`src/rtl/sm83_dbg_pkg.sv`:
```
// Shared types and command-byte constants for the SM83 debug link host.
package sm83_dbg_pkg;

    typedef enum logic [3:0] {
        OP_HALT    = 4'd0,
        OP_CONT    = 4'd1,
        OP_STEP    = 4'd2,
        OP_NOP     = 4'd3,
        OP_SNAP    = 4'd4,
        OP_SET_BP  = 4'd5,
        OP_SET_DRV = 4'd6,
        OP_NOINC   = 4'd7,
        OP_ENABLE  = 4'd8,
        OP_DISABLE = 4'd9
    } op_t;

    typedef enum logic [1:0] {
        ST_OK       = 2'd0,
        ST_REJECTED = 2'd1,
        ST_TIMEOUT  = 2'd2,
        ST_BADOP    = 2'd3
    } status_t;

    typedef enum logic [2:0] {
        S_IDLE,
        S_LOAD,
        S_ISSUE,
        S_WAIT,
        S_STALE
    } host_state_t;

    localparam logic [7:0] CMD_HALT   = 8'h00;
    localparam logic [7:0] CMD_NOP    = 8'h01;
    localparam logic [7:0] CMD_STEP   = 8'h02;
    localparam logic [7:0] CMD_CONT   = 8'h03;
    localparam logic [7:0] CMD_PREP   = 8'h10;
    localparam logic [7:0] CMD_CTRL   = 8'h20;
    localparam logic [7:0] CMD_SETDRV = 8'h40;
    localparam logic [7:0] CMD_BP     = 8'h80;

    localparam logic [7:0] UNLOCK_MAGIC = 8'h8A;

    function automatic logic [4:0] op_len(input logic [3:0] op, input logic [4:0] snap_len);
        case (op)
            OP_SNAP:                         op_len = snap_len;
            OP_SET_BP:                       op_len = 5'd4;
            OP_SET_DRV, OP_ENABLE, OP_DISABLE: op_len = 5'd3;
            default:                         op_len = 5'd1;
        endcase
    endfunction

endpackage

```
`src/rtl/sm83_dbg_host_xfer.sv`:
```
// Single-byte engine: presents one command byte on the toggle handshake,
// takes responses, and classifies the outcome as responded, rejected or timed out.
module sm83_dbg_host_xfer #(
    parameter int unsigned TIMEOUT_CYCLES = 4096
) (
    input  logic       clk,
    input  logic       reset,
    input  logic       issue,
    input  logic       wait_en,
    input  logic       drain,
    input  logic [7:0] tx_byte,
    output logic [7:0] link_tx,
    output logic       link_tx_valid,
    output logic       link_tx_seq,
    input  logic       link_tx_ack,
    input  logic       link_rx_seq,
    output logic       link_rx_ack,
    output logic       rx_take,
    output logic       ev_ok,
    output logic       ev_rej,
    output logic       ev_tmo,
    output logic       tx_idle
);
    localparam int unsigned CW = $clog2(TIMEOUT_CYCLES + 1);

    logic [CW-1:0] tmo_cnt;
    logic          responded;
    logic          rx_pend;

    assign rx_pend = (link_rx_seq != link_rx_ack);
    assign tx_idle = (link_tx_ack == link_tx_seq);
    assign rx_take = wait_en & rx_pend;
    // Response outranks ack, so a same-cycle ack is only seen one cycle later.
    assign ev_ok   = wait_en & ~rx_pend & tx_idle & responded;
    assign ev_rej  = wait_en & ~rx_pend & tx_idle & ~responded;
    assign ev_tmo  = wait_en & ~rx_pend & ~tx_idle & (tmo_cnt == CW'(TIMEOUT_CYCLES - 1));

    always_ff @(posedge clk) begin
        if (reset) begin
            link_tx       <= '0;
            link_tx_valid <= 1'b0;
            link_tx_seq   <= link_tx_ack;
            link_rx_ack   <= link_rx_seq;
            tmo_cnt       <= '0;
            responded     <= 1'b0;
        end else begin
            if (issue) begin
                link_tx       <= tx_byte;
                link_tx_valid <= 1'b1;
                link_tx_seq   <= ~link_tx_seq;
                tmo_cnt       <= '0;
                responded     <= 1'b0;
            end
            if (wait_en) begin
                tmo_cnt <= tmo_cnt + CW'(1);
                if (rx_pend) begin
                    link_rx_ack <= link_rx_seq;
                    responded   <= 1'b1;
                end else if (tx_idle) begin
                    link_tx_valid <= 1'b0;
                end
            end
            if (drain) begin
                if (rx_pend) link_rx_ack <= link_rx_seq;
                if (tx_idle) link_tx_valid <= 1'b0;
            end
        end
    end

endmodule

```
`src/rtl/sm83_dbg_host.sv`:
```
// Debug-request sequencer: expands each op into its command-byte sequence,
// runs the bytes through the xfer engine, and keeps the snapshot store.
module sm83_dbg_host
    import sm83_dbg_pkg::*;
#(
    parameter int unsigned TIMEOUT_CYCLES = 4096,
    parameter int unsigned SNAP_LEN       = 16
) (
    input  logic        clk,
    input  logic        reset,
    input  logic        req_valid,
    output logic        req_ready,
    input  logic [3:0]  req_op,
    input  logic [1:0]  req_idx,
    input  logic [15:0] req_arg,
    output logic        done,
    output logic [1:0]  status,
    output logic [7:0]  last_resp,
    output logic [63:0] snap,
    output logic        snap_valid,
    output logic [7:0]  link_tx,
    output logic        link_tx_valid,
    output logic        link_tx_seq,
    input  logic        link_tx_ack,
    input  logic [7:0]  link_rx,
    input  logic        link_rx_seq,
    output logic        link_rx_ack
);
    host_state_t state;
    logic [3:0]  op_q;
    logic [1:0]  idx_q;
    logic [15:0] arg_q;
    logic [4:0]  step;
    logic [7:0]  cmd;
    logic        rx_take, ev_ok, ev_rej, ev_tmo, tx_idle;

    function automatic logic [7:0] cmd_byte(input logic [3:0] op, input logic [1:0] idx,
                                            input logic [15:0] arg, input logic [4:0] stp);
        logic [3:0] nib;
        nib = arg[{stp[1:0], 2'b00} +: 4];
        case (op)
            OP_HALT:         cmd_byte = CMD_HALT;
            OP_CONT:         cmd_byte = CMD_CONT;
            OP_STEP:         cmd_byte = CMD_STEP;
            OP_NOP, OP_SNAP: cmd_byte = CMD_NOP;
            OP_SET_BP:       cmd_byte = CMD_BP | {2'b00, idx, nib};
            OP_SET_DRV:      cmd_byte = (stp == 5'd0) ? (CMD_PREP | {4'h0, arg[3:0]}) :
                                        (stp == 5'd1) ? (CMD_PREP | {4'h0, arg[7:4]}) :
                                        (CMD_SETDRV | {2'b00, arg[8], 3'b000, idx});
            OP_NOINC:        cmd_byte = CMD_CTRL | {6'b0, arg[0], 1'b0};
            OP_ENABLE, OP_DISABLE:
                cmd_byte = (stp == 5'd0) ? (CMD_PREP | {4'h0, UNLOCK_MAGIC[3:0]}) :
                           (stp == 5'd1) ? (CMD_PREP | {4'h0, UNLOCK_MAGIC[7:4]}) :
                           (op == OP_ENABLE) ? (CMD_SETDRV | 8'h01) : (CMD_CTRL | 8'h01);
            default:         cmd_byte = '0;
        endcase
    endfunction

    assign req_ready = (state == S_IDLE);

    sm83_dbg_host_xfer #(.TIMEOUT_CYCLES(TIMEOUT_CYCLES)) u_xfer (
        .clk           (clk),
        .reset         (reset),
        .issue         (state == S_ISSUE),
        .wait_en       (state == S_WAIT),
        .drain         (state == S_STALE),
        .tx_byte       (cmd),
        .link_tx       (link_tx),
        .link_tx_valid (link_tx_valid),
        .link_tx_seq   (link_tx_seq),
        .link_tx_ack   (link_tx_ack),
        .link_rx_seq   (link_rx_seq),
        .link_rx_ack   (link_rx_ack),
        .rx_take       (rx_take),
        .ev_ok         (ev_ok),
        .ev_rej        (ev_rej),
        .ev_tmo        (ev_tmo),
        .tx_idle       (tx_idle)
    );

    always_ff @(posedge clk) begin
        if (reset) begin
            state      <= S_IDLE;
            op_q       <= '0;
            idx_q      <= '0;
            arg_q      <= '0;
            step       <= '0;
            cmd        <= '0;
            done       <= 1'b0;
            status     <= ST_OK;
            last_resp  <= '0;
            snap       <= '0;
            snap_valid <= 1'b0;
        end else begin
            done <= 1'b0;
            unique case (state)
                S_IDLE: if (req_valid) begin
                    op_q  <= req_op;
                    idx_q <= req_idx;
                    arg_q <= req_arg;
                    step  <= '0;
                    if (req_op == OP_SNAP) snap_valid <= 1'b0;
                    state <= S_LOAD;
                end
                S_LOAD: if (op_q > OP_DISABLE) begin
                    done   <= 1'b1;
                    status <= ST_BADOP;
                    state  <= S_IDLE;
                end else begin
                    cmd   <= cmd_byte(op_q, idx_q, arg_q, step);
                    state <= S_ISSUE;
                end
                S_ISSUE: state <= S_WAIT;
                S_WAIT: if (rx_take) begin
                    last_resp <= link_rx;
                    if (op_q == OP_SNAP) snap[{link_rx[7:4], 2'b00} +: 4] <= link_rx[3:0];
                end else if (ev_ok) begin
                    if (step + 5'd1 == op_len(op_q, 5'(SNAP_LEN))) begin
                        done   <= 1'b1;
                        status <= ST_OK;
                        if (op_q == OP_SNAP) snap_valid <= 1'b1;
                        state  <= S_IDLE;
                    end else begin
                        step  <= step + 5'd1;
                        state <= S_LOAD;
                    end
                end else if (ev_rej) begin
                    done   <= 1'b1;
                    status <= ST_REJECTED;
                    state  <= S_IDLE;
                end else if (ev_tmo) begin
                    done   <= 1'b1;
                    status <= ST_TIMEOUT;
                    state  <= S_STALE;
                end
                S_STALE: if (tx_idle) state <= S_IDLE;
                default: state <= S_IDLE;
            endcase
        end
    end

endmodule

```
`config.mk`:
```
export PLATFORM = sky130hd
export DESIGN_NAME = sm83_dbg_host
export DESIGN_NICKNAME = d
export VERILOG_FILES = /design/src/rtl/sm83_dbg_pkg.sv /design/src/rtl/sm83_dbg_host_xfer.sv /design/src/rtl/sm83_dbg_host.sv
export SDC_FILE = /design/constraint.sdc
export NUM_CORES = 1
export LEC_CHECK = 0
export ABC_CLOCK_PERIOD_IN_PS = 2700
export CORE_ASPECT_RATIO = 1.25
export CORE_UTILIZATION = 52
export CTS_CLUSTER_DIAMETER = 30
export DETAILED_ROUTE_END_ITERATION = 12
export GPL_ROUTABILITY_DRIVEN = 0
export PLACE_DENSITY = 0.79
export REMOVE_ABC_BUFFERS = 1
export SYNTH_ARGS = -nofsm -noshare
export SYNTH_HDL_FRONTEND = slang
export SYNTH_SLANG_ARGS = --single-unit
```
`constraint.sdc`:
```
create_clock -name clk -period 2.7 [get_ports clk]
set_input_delay 0.27 -clock clk [delete_from_list [all_inputs] [get_ports clk]]
set_output_delay 0.27 -clock clk [all_outputs]
set_load 0.01 [all_outputs]
```
Yosys cells after proc, flatten, opt, wreduce, memory -nomap -nowiden
Index checks and enable logic that the tools add are counted.

Output and inout port bits: 88. RAM bits: 0. Input port bits: 35. Bits in read-only memories: 0. Flip-flop bits (word level): 139. Logic and storage cells: 148. Bits in latches: 0. Memories kept: 0.

Mux-type cells: 65. Divide/modulo/power cells: 0. Eq/ne operators: 30. Shift operators: 3. Reduce and logical (&&, ||, !) cells: 17. Add/subtract/negate cells: 3. Bitwise logic cells: 12. Multiply operators: 0. $lt $le $gt $ge: 1.

Operators with widths (number): bitwise mux 64 bit (1); variable shift 4 x 8 -> 64 bit, first input constant (1); indexed part select 4 x 8 -> 64 bit (1); one-hot mux 8 bit (7 select lines) (1); two-way mux 5 bit (8); two-way mux 7 bit (5); two-way mux 1 bit (29); two-way mux 13 bit (2); equality test 4 x 3 -> 1 bit, second input constant (5); two-way mux 3 bit (6); inequality test 2 bit, second input constant (8); indexed part select 16 x 5 -> 4 bit (1); one-hot mux 3 bit (5 select lines) (1); one-hot mux 5 bit (3 select lines) (1); two-way mux 2 bit (7); adder 13 x 1 -> 13 bit, second input constant (1); equality test 13 x 12 -> 1 bit, second input constant (1); one-hot mux 5 bit (2 select lines) (1); AND reduction 5 bit (2); equality test 4 x 2 -> 1 bit, second input constant (2); equality test 4 bit, second input constant (2); negation 6 -> 8 bit (1); nonzero test 2 bit (4); AND 1 bit (7); 24 further kinds (33).

Logic depth before layout (Yosys ltp)
Gate-level depths: netlist of run 1.

Word-level depth: 14. Depth in mapped cells: 10. Gate-level depth less buffers: 8.

Cells and area by module
From an unflattened synthesis of run 1, not the netlist that was laid out.

Cell total of the unflattened synthesis: 705. Area total of the unflattened synthesis: 6322.3 um2.

By module, submodules not included: sm83_dbg_host (area each 5173.7 um2, cells an instance 581, times used 1); sm83_dbg_host_xfer (area each 1148.6 um2, cells an instance 124, times used 1).

Least setup slack after synthesis of run 1
Ideal clock, no wire load.

Path type: register -> register. From: register step[0]. To: register status[0]. Cell stages (with the launch flop): 10. Slack: 411 ps. Path buffers: 1. Period minus slack after synthesis: 2289 ps. Data required time: 2609 ps. Arrival time: 2198 ps. Cell sequence: dfxtp_1 -> buf_4 -> inv_1 -> ha_1 -> nor3b_1 -> a22oi_1 -> a2111oi_4 -> a21o_2 -> a21oi_1 -> a311oi_1.

Cells in the longest elaborated chain, start to end: 4.

Ends and longest elaborated chain: from (decl) (RTL line sm83_dbg_host.sv:33) `logic [4:0] step;`; from (signal assigned) (RTL line sm83_dbg_host.sv:124) `step <= step + 5'd1;`; adder 5 x 1 -> 5 bit (RTL line sm83_dbg_host.sv:118) `if (step + 5'd1 == op_len(op_q, 5'(SNAP_LEN))) begin`; equality test 5 bit (RTL line sm83_dbg_host.sv:118); inequality test 3 bit (no source line); AND reduction 5 bit (no source line); to (signal assigned) (RTL line sm83_dbg_host.sv:120) `status <= ST_OK;`; to (signal assigned) (RTL line sm83_dbg_host.sv:129) `status <= ST_REJECTED;`; to (signal assigned) (RTL line sm83_dbg_host.sv:133) `status <= ST_TIMEOUT;`; to (decl) (RTL line sm83_dbg_host.sv:17) `output logic [1:0] status,`.

No other way between the ends. A chain may end at the register's enable or synchronous reset.

Final worst setup path of run 1
From: register op_q[1]. To: register status[0].

Cells in the longest elaborated chain, start to end: 10.

Ends and longest elaborated chain: from (decl) (RTL line sm83_dbg_host.sv:30) `logic [3:0] op_q;`; from (signal assigned) (RTL line sm83_dbg_host.sv:98) `op_q <= req_op;`; equality test 4 bit or equality test 4 x 3 -> 1 bit (tied branches) (RTL line sm83_dbg_pkg.sv:44) `case (op)`; OR reduction 3 bit (RTL line sm83_dbg_pkg.sv:44); one-hot mux 5 bit (3 select lines) (RTL line sm83_dbg_pkg.sv:44); two-way mux 5 bit (RTL line sm83_dbg_host.sv:117) `end else if (ev_ok) begin`; two-way mux 5 bit (RTL line sm83_dbg_host.sv:114) `S_WAIT: if (rx_take) begin`; two-way mux 5 bit (RTL line sm83_dbg_host.sv:96) `unique case (state)`; two-way mux 5 bit (RTL line sm83_dbg_host.sv:82) `if (reset) begin`; equality test 5 bit (RTL line sm83_dbg_host.sv:118); inequality test 3 bit (no source line); AND reduction 5 bit (no source line) (*); to (signal assigned) (RTL line sm83_dbg_host.sv:90) `status <= ST_OK;`; to (signal assigned) (RTL line sm83_dbg_host.sv:120); to (signal assigned) (RTL line sm83_dbg_host.sv:129).

Mark *: on every way between the ends. The rest lies on a longest branch, timed or not. The select of a mux whose other input is x is not followed.

==> key figures, run 1 <==
Detailed routing
  – DR iter-0 viols: 273
  – WL final: 16200 um
  – Mean routed wirelength per cell: 15.8 um
  – Routed Antenna Nets: 0
  – DRT Pass-1 Iters: 5
  – Routed vias: 5667
  – DRC Markers: 0
  – Via density: 5.53

Logic synthesis
  – Sequential area share after synthesis: 0.452
  – Synthesis-stage register bit count: 139
  – Top_reg_cell synth: dfxtp_1
  – Synth top area cells: dfxtp_1, nand2_1, a21oi_1, nor2_1, mux2i_1
  – Mapped cell area: 6180 um2
  – Syn Inst Count: 745
  – Synth warn: 0
  – EDFF count, synth: 1
  – Netlist cell types: 61
  – Top-count cell post-synth: nand2_1
  – Mapped Avg Cell Area: 8.30 um2
  – Synth top cells by count: nand2_1, dfxtp_1, a21oi_1
  – Top cell type's share of synthesized area: 0.447
  – Ys async rst share: 0
  – Area leader, netlist: dfxtp_1

STA
  – Relative slew slack: 0.506
  – FMAX: 0.413 GHz
  – Final setup fails: 0
  – Crit share post-route: 0.898
  – Final Hold Fails: 0
  – Fin. max-slew vios: 0
  – RSZ-0062 raised after global routing: false
  – Clock Skews: 0.00791 ns
  – Final setup TNS: 0 ns
  – Worst Tran Pin Value: 0.740 ns
  – Setup ws final: 0.276 ns
  – Final min period: 2.42 ns

Power and ir drop
  – Largest vdd supply drop: 0.416 mV
  – Comb pwr share: 0.089
  – Leakage power: 2.96 nW
  – Pwr dens: 634 nW/um2
  – Sw Ratio: 0.238
  – Sequential Power Share: 0.419
  – Net Sw Power: 1.23 mW
  – Clock share of power: 0.492
  – Internal: 3.93 mW

GRT
  – Total track usage: 0.269
  – Vias in the first global route: 5373
  – Initial antenna violation count: 0
  – GRT overflow: 0
  – First-pass GRT wire length: 25800 um
  – Pin count of the biggest net entering global routing: 83

Place
  – IO Port Bufs: 122
  – Cells after DPL: 993
  – DP HPWL: 11500 um
  – Setup WS pre-CTS: 0.138 ns

Final layout
  – Layout cells sized above 1: 0.0787
  – Fin nets: 894
  – Non-Filler Instances: 1025
  – # diodes: 0
  – Area growth from synthesis to layout: 31.8%

Outcome
  – Status: finished clean

Run
  – # Max-Cap Violations: 0

Critical path
  – Crit-path cells: and4bb_4, a22oi_1, a2111oi_4, a21oi_1, nor2_1, a311oi_1
  – Startpoint types: register
  – Slowest cell delay on critical path: 0.66 ns
  – Critical path's slowest cell: dfxtp_1
  – Highest net fanout along the worst path: 15
  – Worst Path Required: 2.96 ns
  – CP Buf/Inv Count: 0
  – Worst path top cell family by delay: compound AO/OA/AOI/OAI gates
  – Critical path endpoint category: register
  – Critical path class: reg -> reg
  – WP data arrival: 2.69 ns

Clock tree
  – Clock Path Buffers: 2
  – Inserted Clock Buffers: 17
  – # Post-CTS Setup Buffers: 0
  – Worst-Skew Late Latency: 0.42 ns
  – CTS tree: yes
  – Root buf cell: clkbuf_16
  – # clock sinks: 139
  – H-tree depth: 4
  – CTS clk-pin slew, worst paths: 0.06 ns
  – Hold_buf cts: 0

Floorplan
  – Die width: 99.5 um
  – # IOs: 123
  – Die Footprint: 12300 um2
  – DIE HEIGHT: 124 um
  – Rows: 44
  – Starting density of the core: 0.532
  – CORE AREA: 11600 um2

Hold path
  – Hold Crit Class: in -> reg
[per-layer routing]
metal | part of all wire | wire (um) | track usage
met2 | 0.53 | 8500 | 0.497
met4 | 0.026 | 427 | 0.114
met1 | 0.40 | 6450 | 0.303
met3 | 0.048 | 780 | 0.0499
met5 | 0 | 0 | 0
[through the flow]
stage,power (mW),hold slack [ns],util,area [um2]
after floorplan,2.43,0.339,-,5960
after global placement,2.64,0.440,0.645,7490
after detailed placement,2.65,0.449,0.645,7490
after CTS,5.16,0.268,0.700,8140
after global routing,5.32,0.288,0.701,8150
final,5.16,0.282,0.701,8150
[path summary, 6_finish.rpt]
check,slack (ns),to,cells after the start,startpoint
worst max-delay path,0.28,status[0],6,op_q[1]
worst min-delay path,0.28,u_xfer.responded,2,reset
worst max register to register,0.28,status[0],6,op_q[1]
worst min register to register,0.45,u_xfer.link_tx[5],2,u_xfer.link_tx[5]
[power groups by stage]
stage               logic (mW)  registers [mW]  clock network [mW]
global route             0.498            2.17                2.65
detailed placement       0.448            2.20                   0
CTS                      0.455            2.16                2.55
global placement         0.438            2.20                   0
floorplan                0.243            2.19                   0
finish                   0.459            2.16                2.54
[repair_timing]
| action | 4_1_cts | 5_1_grt |
|---|---|---|
| setup endpoints to repair | 0 | 2 |
| hold endpoints to repair | 0 | 0 |
| resized for setup | 0 | 1 |
[cell type report]
type / instances / area (um2)
fillers: 908 / 3470
clock buffers: 18 / 429
flip-flops and latches: 139 / 2790
repair buffers: 135 / 1330
clock inverters: 14 / 215
inverters: 9 / 33.8
multi-input cells: 549 / 3140
well taps: 161 / 201
[kinds of logic after synthesis]
logic type      Yosys count  share of synthesized area
mux                      30                     0.0567
simple gates            342                      0.260
flops                   139                      0.452
fa+ha+maj                 8                     0.0162
xor+xnor                 18                     0.0267
compound gates          151                      0.147
buf+inv                  57                     0.0411
[cells in the final DEF (no fill, tap or decap), drive strengths merged, types with 5 or more instances in the layout]
master,Yosys,final
a21oi,94,94
a22o,6,6
a22oi,9,9
and2,10,10
and3,6,6
buf,15,14
bufinv,0,5
clkbuf,33,18
clkdlybuf4s50,0,121
dfxtp,138,138
ha,8,8
inv,9,12
mux2i,26,26
nand2,152,152
nand2b,6,6
nand3,44,44
nand3b,5,5
nand4,6,6
nor2,74,74
nor2b,6,6
nor3,9,9
nor3b,7,7
o21ai,13,13
xnor2,7,7
xor2,11,11
[sequential cells by signal (all words and copies together), names as in the netlist, 2 cells and up]
signal,flops
step,5
u_xfer.link_tx,8
snap,64
status,2
cmd,8
arg_q,16
u_xfer.tmo_cnt,13
op_q,4
state,3
idx_q,2
last_resp,8
Note: power is estimated with default switching activity, not from simulation.
==> run 2, diff against run 1 <==
--- a/config.mk
+++ b/config.mk
@@ -5,6 +5,7 @@
 export SDC_FILE = /design/constraint.sdc
 export NUM_CORES = 1
 export LEC_CHECK = 0
+export ABC_AREA = 1
 export ABC_CLOCK_PERIOD_IN_PS = 2700
 export CORE_ASPECT_RATIO = 1.25
 export CORE_UTILIZATION = 52
==> run 2 against run 1 <==
Sequential share of layout area barely moved. Flip-flop and latch count did not move. Hold slack improved by 0.16 ns. Clock skew rose by 0.0024 ns. Sequential power rose by 12%. Register-to-register slack improved by 0.30 ns. Maximum frequency rose by 12%. Cell area rose by 0.14%. Combinational power rose to 3.2 times the previous value. Utilization fell by 0.23 points. Synthesized cell count rose by 8.3%. Critical endpoint is now req_ready.
==> key figures, run 2 <==
STA
  – Final setup fails: 0
  – Final setup TNS: 0 ns
  – Crit share post-route: 0.803
  – RSZ-0062 raised after global routing: false
  – Clock Skews: 0.0103 ns
  – Final min period: 2.17 ns
  – Relative slew slack: 0.613
  – Fin. max-slew vios: 0
  – FMAX: 0.461 GHz
  – Worst Tran Pin Value: 0.579 ns
  – Final Hold Fails: 0

Clock tree
  – Root buf cell: clkbuf_16
  – CTS resizes: 0
  – CTS tree: yes
  – # Post-CTS Setup Buffers: 0
  – Clock Path Buffers: 2
  – Hold_buf cts: 0
  – H-tree depth: 4
  – CTS clk-pin slew, worst paths: 0.06 ns
  – Worst-Skew Late Latency: 0.42 ns
  – # clock sinks: 139
  – Inserted Clock Buffers: 17

Power and ir drop
  – Clock share of power: 0.363
  – Internal: 4.10 mW
  – Leakage power: 3.08 nW
  – Sw Ratio: 0.325
  – Pwr dens: 746 nW/um2
  – Sequential Power Share: 0.397
  – Net Sw Power: 1.98 mW
  – Comb pwr share: 0.240
  – Largest vdd supply drop: 0.433 mV

Hold path
  – Hold Crit Class: reg -> reg

Logic synthesis
  – Sequential area share after synthesis: 0.448
  – Synth warn: 0
  – Top-count cell post-synth: dfxtp_1
  – Mapped cell area: 6230 um2
  – Syn Inst Count: 807
  – Synth Area in XOR/XNOR: 0.0114
  – Synth Area in Compound Gates: 0.218
  – Synth top cells by count: dfxtp_1, o21ai_0, a21oi_1
  – Mapped Avg Cell Area: 7.72 um2
  – Netlist cell types: 52
  – Synth top area cells: dfxtp_1, o21ai_0, a21oi_1, nand2_1, inv_1
  – Ys async rst share: 0
  – Top_reg_cell synth: dfxtp_1
  – EDFF count, synth: 1
  – Synthesis-stage register bit count: 139
  – Top cell type's share of synthesized area: 0.443
  – Area leader, netlist: dfxtp_1
  – Post-Synth Adder-Cell Area: 0.0161
  – Combinational family with the most area after synthesis: simple AND/OR/NAND/NOR gates
  – Mux cell area share after synthesis: 0.00161
  – Post-Synth Simple-Gate Area: 0.226

Final layout
  – Area growth from synthesis to layout: 30.9%
  – Area of the multi-input gates: 2950 um2
  – Largest Register: snap
  – Largest registers: snap x64, arg_q x16, u_xfer.tmo_cnt x13
  – Commonest non-fill, non-tap cell in the layout: dfxtp_1
  – Fin nets: 970
  – Layout cells sized above 1: 0.102
  – Most frequent cells in the layout: dfxtp_1, clkdlybuf4s50_1, o21ai_0
  – FF/Latch Area: 2790 um2
  – Fillcell total: 980
  – Non-Filler Instances: 1100
  – Number of flip-flops in the largest register: 64
  – # diodes: 0

Run
  – # Max-Cap Violations: 0

Detailed routing
  – DRT Pass-1 Iters: 6
  – Routed Antenna Nets: 0
  – DR iter-0 viols: 184
  – Routed vias: 5723
  – Via density: 5.20
  – DRC Markers: 0
  – Mean routed wirelength per cell: 13.8 um
  – WL final: 15200 um

Critical path
  – WP data arrival: 1.90 ns
  – Critical path endpoint category: output pin
  – Worst Path Required: 2.43 ns
  – Critical path class: reg -> out
  – Crit-path cells: nor2_1, nand2_1, inv_1, clkdlybuf4s50_1
  – Worst R2R Setup Slack: 0.58 ns
  – Worst path top cell family by delay: buffers and inverters
  – Startpoint types: register
  – CP Buf/Inv Count: 2
  – Slowest cell delay on critical path: 0.61 ns
  – Highest net fanout along the worst path: 11
  – Critical path's slowest cell: clkdlybuf4s50_1

Floorplan
  – Starting density of the core: 0.534
  – Die Footprint: 12400 um2
  – CORE AREA: 11700 um2
  – # IOs: 123
  – Rows: 44
  – Die width: 99.9 um
  – DIE HEIGHT: 124 um

GRT
  – Initial antenna violation count: 0
  – Pin count of the biggest net entering global routing: 70
  – GRT overflow: 0
  – First-pass GRT wire length: 25800 um
  – Total track usage: 0.259
  – Vias in the first global route: 5404

Place
  – DP HPWL: 11000 um
  – Cells after DPL: 1069
  – IO Port Bufs: 122

Outcome
  – Status: finished clean
==> run 2: cell count changes after synthesis, moves of 8 or more <==
cell / change
nand2_1: -60
inv_2: +11
mux2i_1: -25
and2_1: -9
inv_1: +69
nor2_4: +8
o21ai_0: +102
nor3_1: +11
clkbuf_1: -12
a21oi_1: +19
a22oi_1: -9
buf_2: -8
==> run 2: through the flow <==
stage               setup WS (ns)  power, mW   util  hold WS (ns)  cell area [um2]
floorplan                   0.779       3.38      -         0.339             6090
global placement            0.286       3.88  0.651         0.429             7590
detailed placement          0.182       3.91  0.651         0.433             7590
CTS                         0.541       6.11  0.699         0.431             8160
global route                0.311       6.40  0.699         0.451             8160
finish                      0.532       6.08  0.699         0.439             8160
==> run 2: worst reg2reg max path, cell delays in order, from the launching register on <==
cell     delay [ns]
dfxtp_1        0.39
inv_2          0.08
nor2_4         0.30
nand2_2        0.21
inv_2          0.26
nand2_1        0.15
nor4_4         0.37
o21ai_0        0.17
a21oi_1        0.14
==> run 2: path summary, 6_finish.rpt <==
check | startpoint | to | cells past startpoint
hold reg to reg | u_xfer.link_tx[1] | u_xfer.link_tx[1] | 2
setup reg to reg | state[1] | snap[2] | 8
hold / removal | u_xfer.link_tx[1] | u_xfer.link_tx[1] | 2
setup / recovery | state[0] | req_ready | 4
==> run 2: final cells by class <==
class,instances,area share
clock buffer,17,0.0522
clock inverter,14,0.0169
inverter,91,0.0428
multi-input combinational,547,0.362
sequential,139,0.342
tap,161,0.0247
timing repair buffer,131,0.160
==> run 2: power by group through the flow <==
stage          registers (mW)  clock network [mW]  logic [mW]
2_1_floorplan            2.47                   0       0.916
3_3_place_gp             2.45                   0        1.43
3_5_place_dp             2.46                   0        1.45
4_1_cts                  2.42                2.24        1.46
5_1_grt                  2.44                2.34        1.62
6_report                 2.42                2.21        1.46
==> run 2: kinds of logic after synthesis <==
logic type	after synthesis
AO/OA/AOI/OAI	254
adder cells (fa/ha/maj)	8
AND/OR/NAND/NOR	278
XOR/XNOR	6
buffers and inverters	121
flip-flops	139
multiplexers	1
==> run 2: layer usage <==
layer,vias to the layer above,part of all wire,global-route usage
met5,-,0,0
met4,0,0.021,0.0882
met3,32,0.054,0.0797
met2,132,0.51,0.451
met1,2605,0.42,0.296
li1,2954,-,-
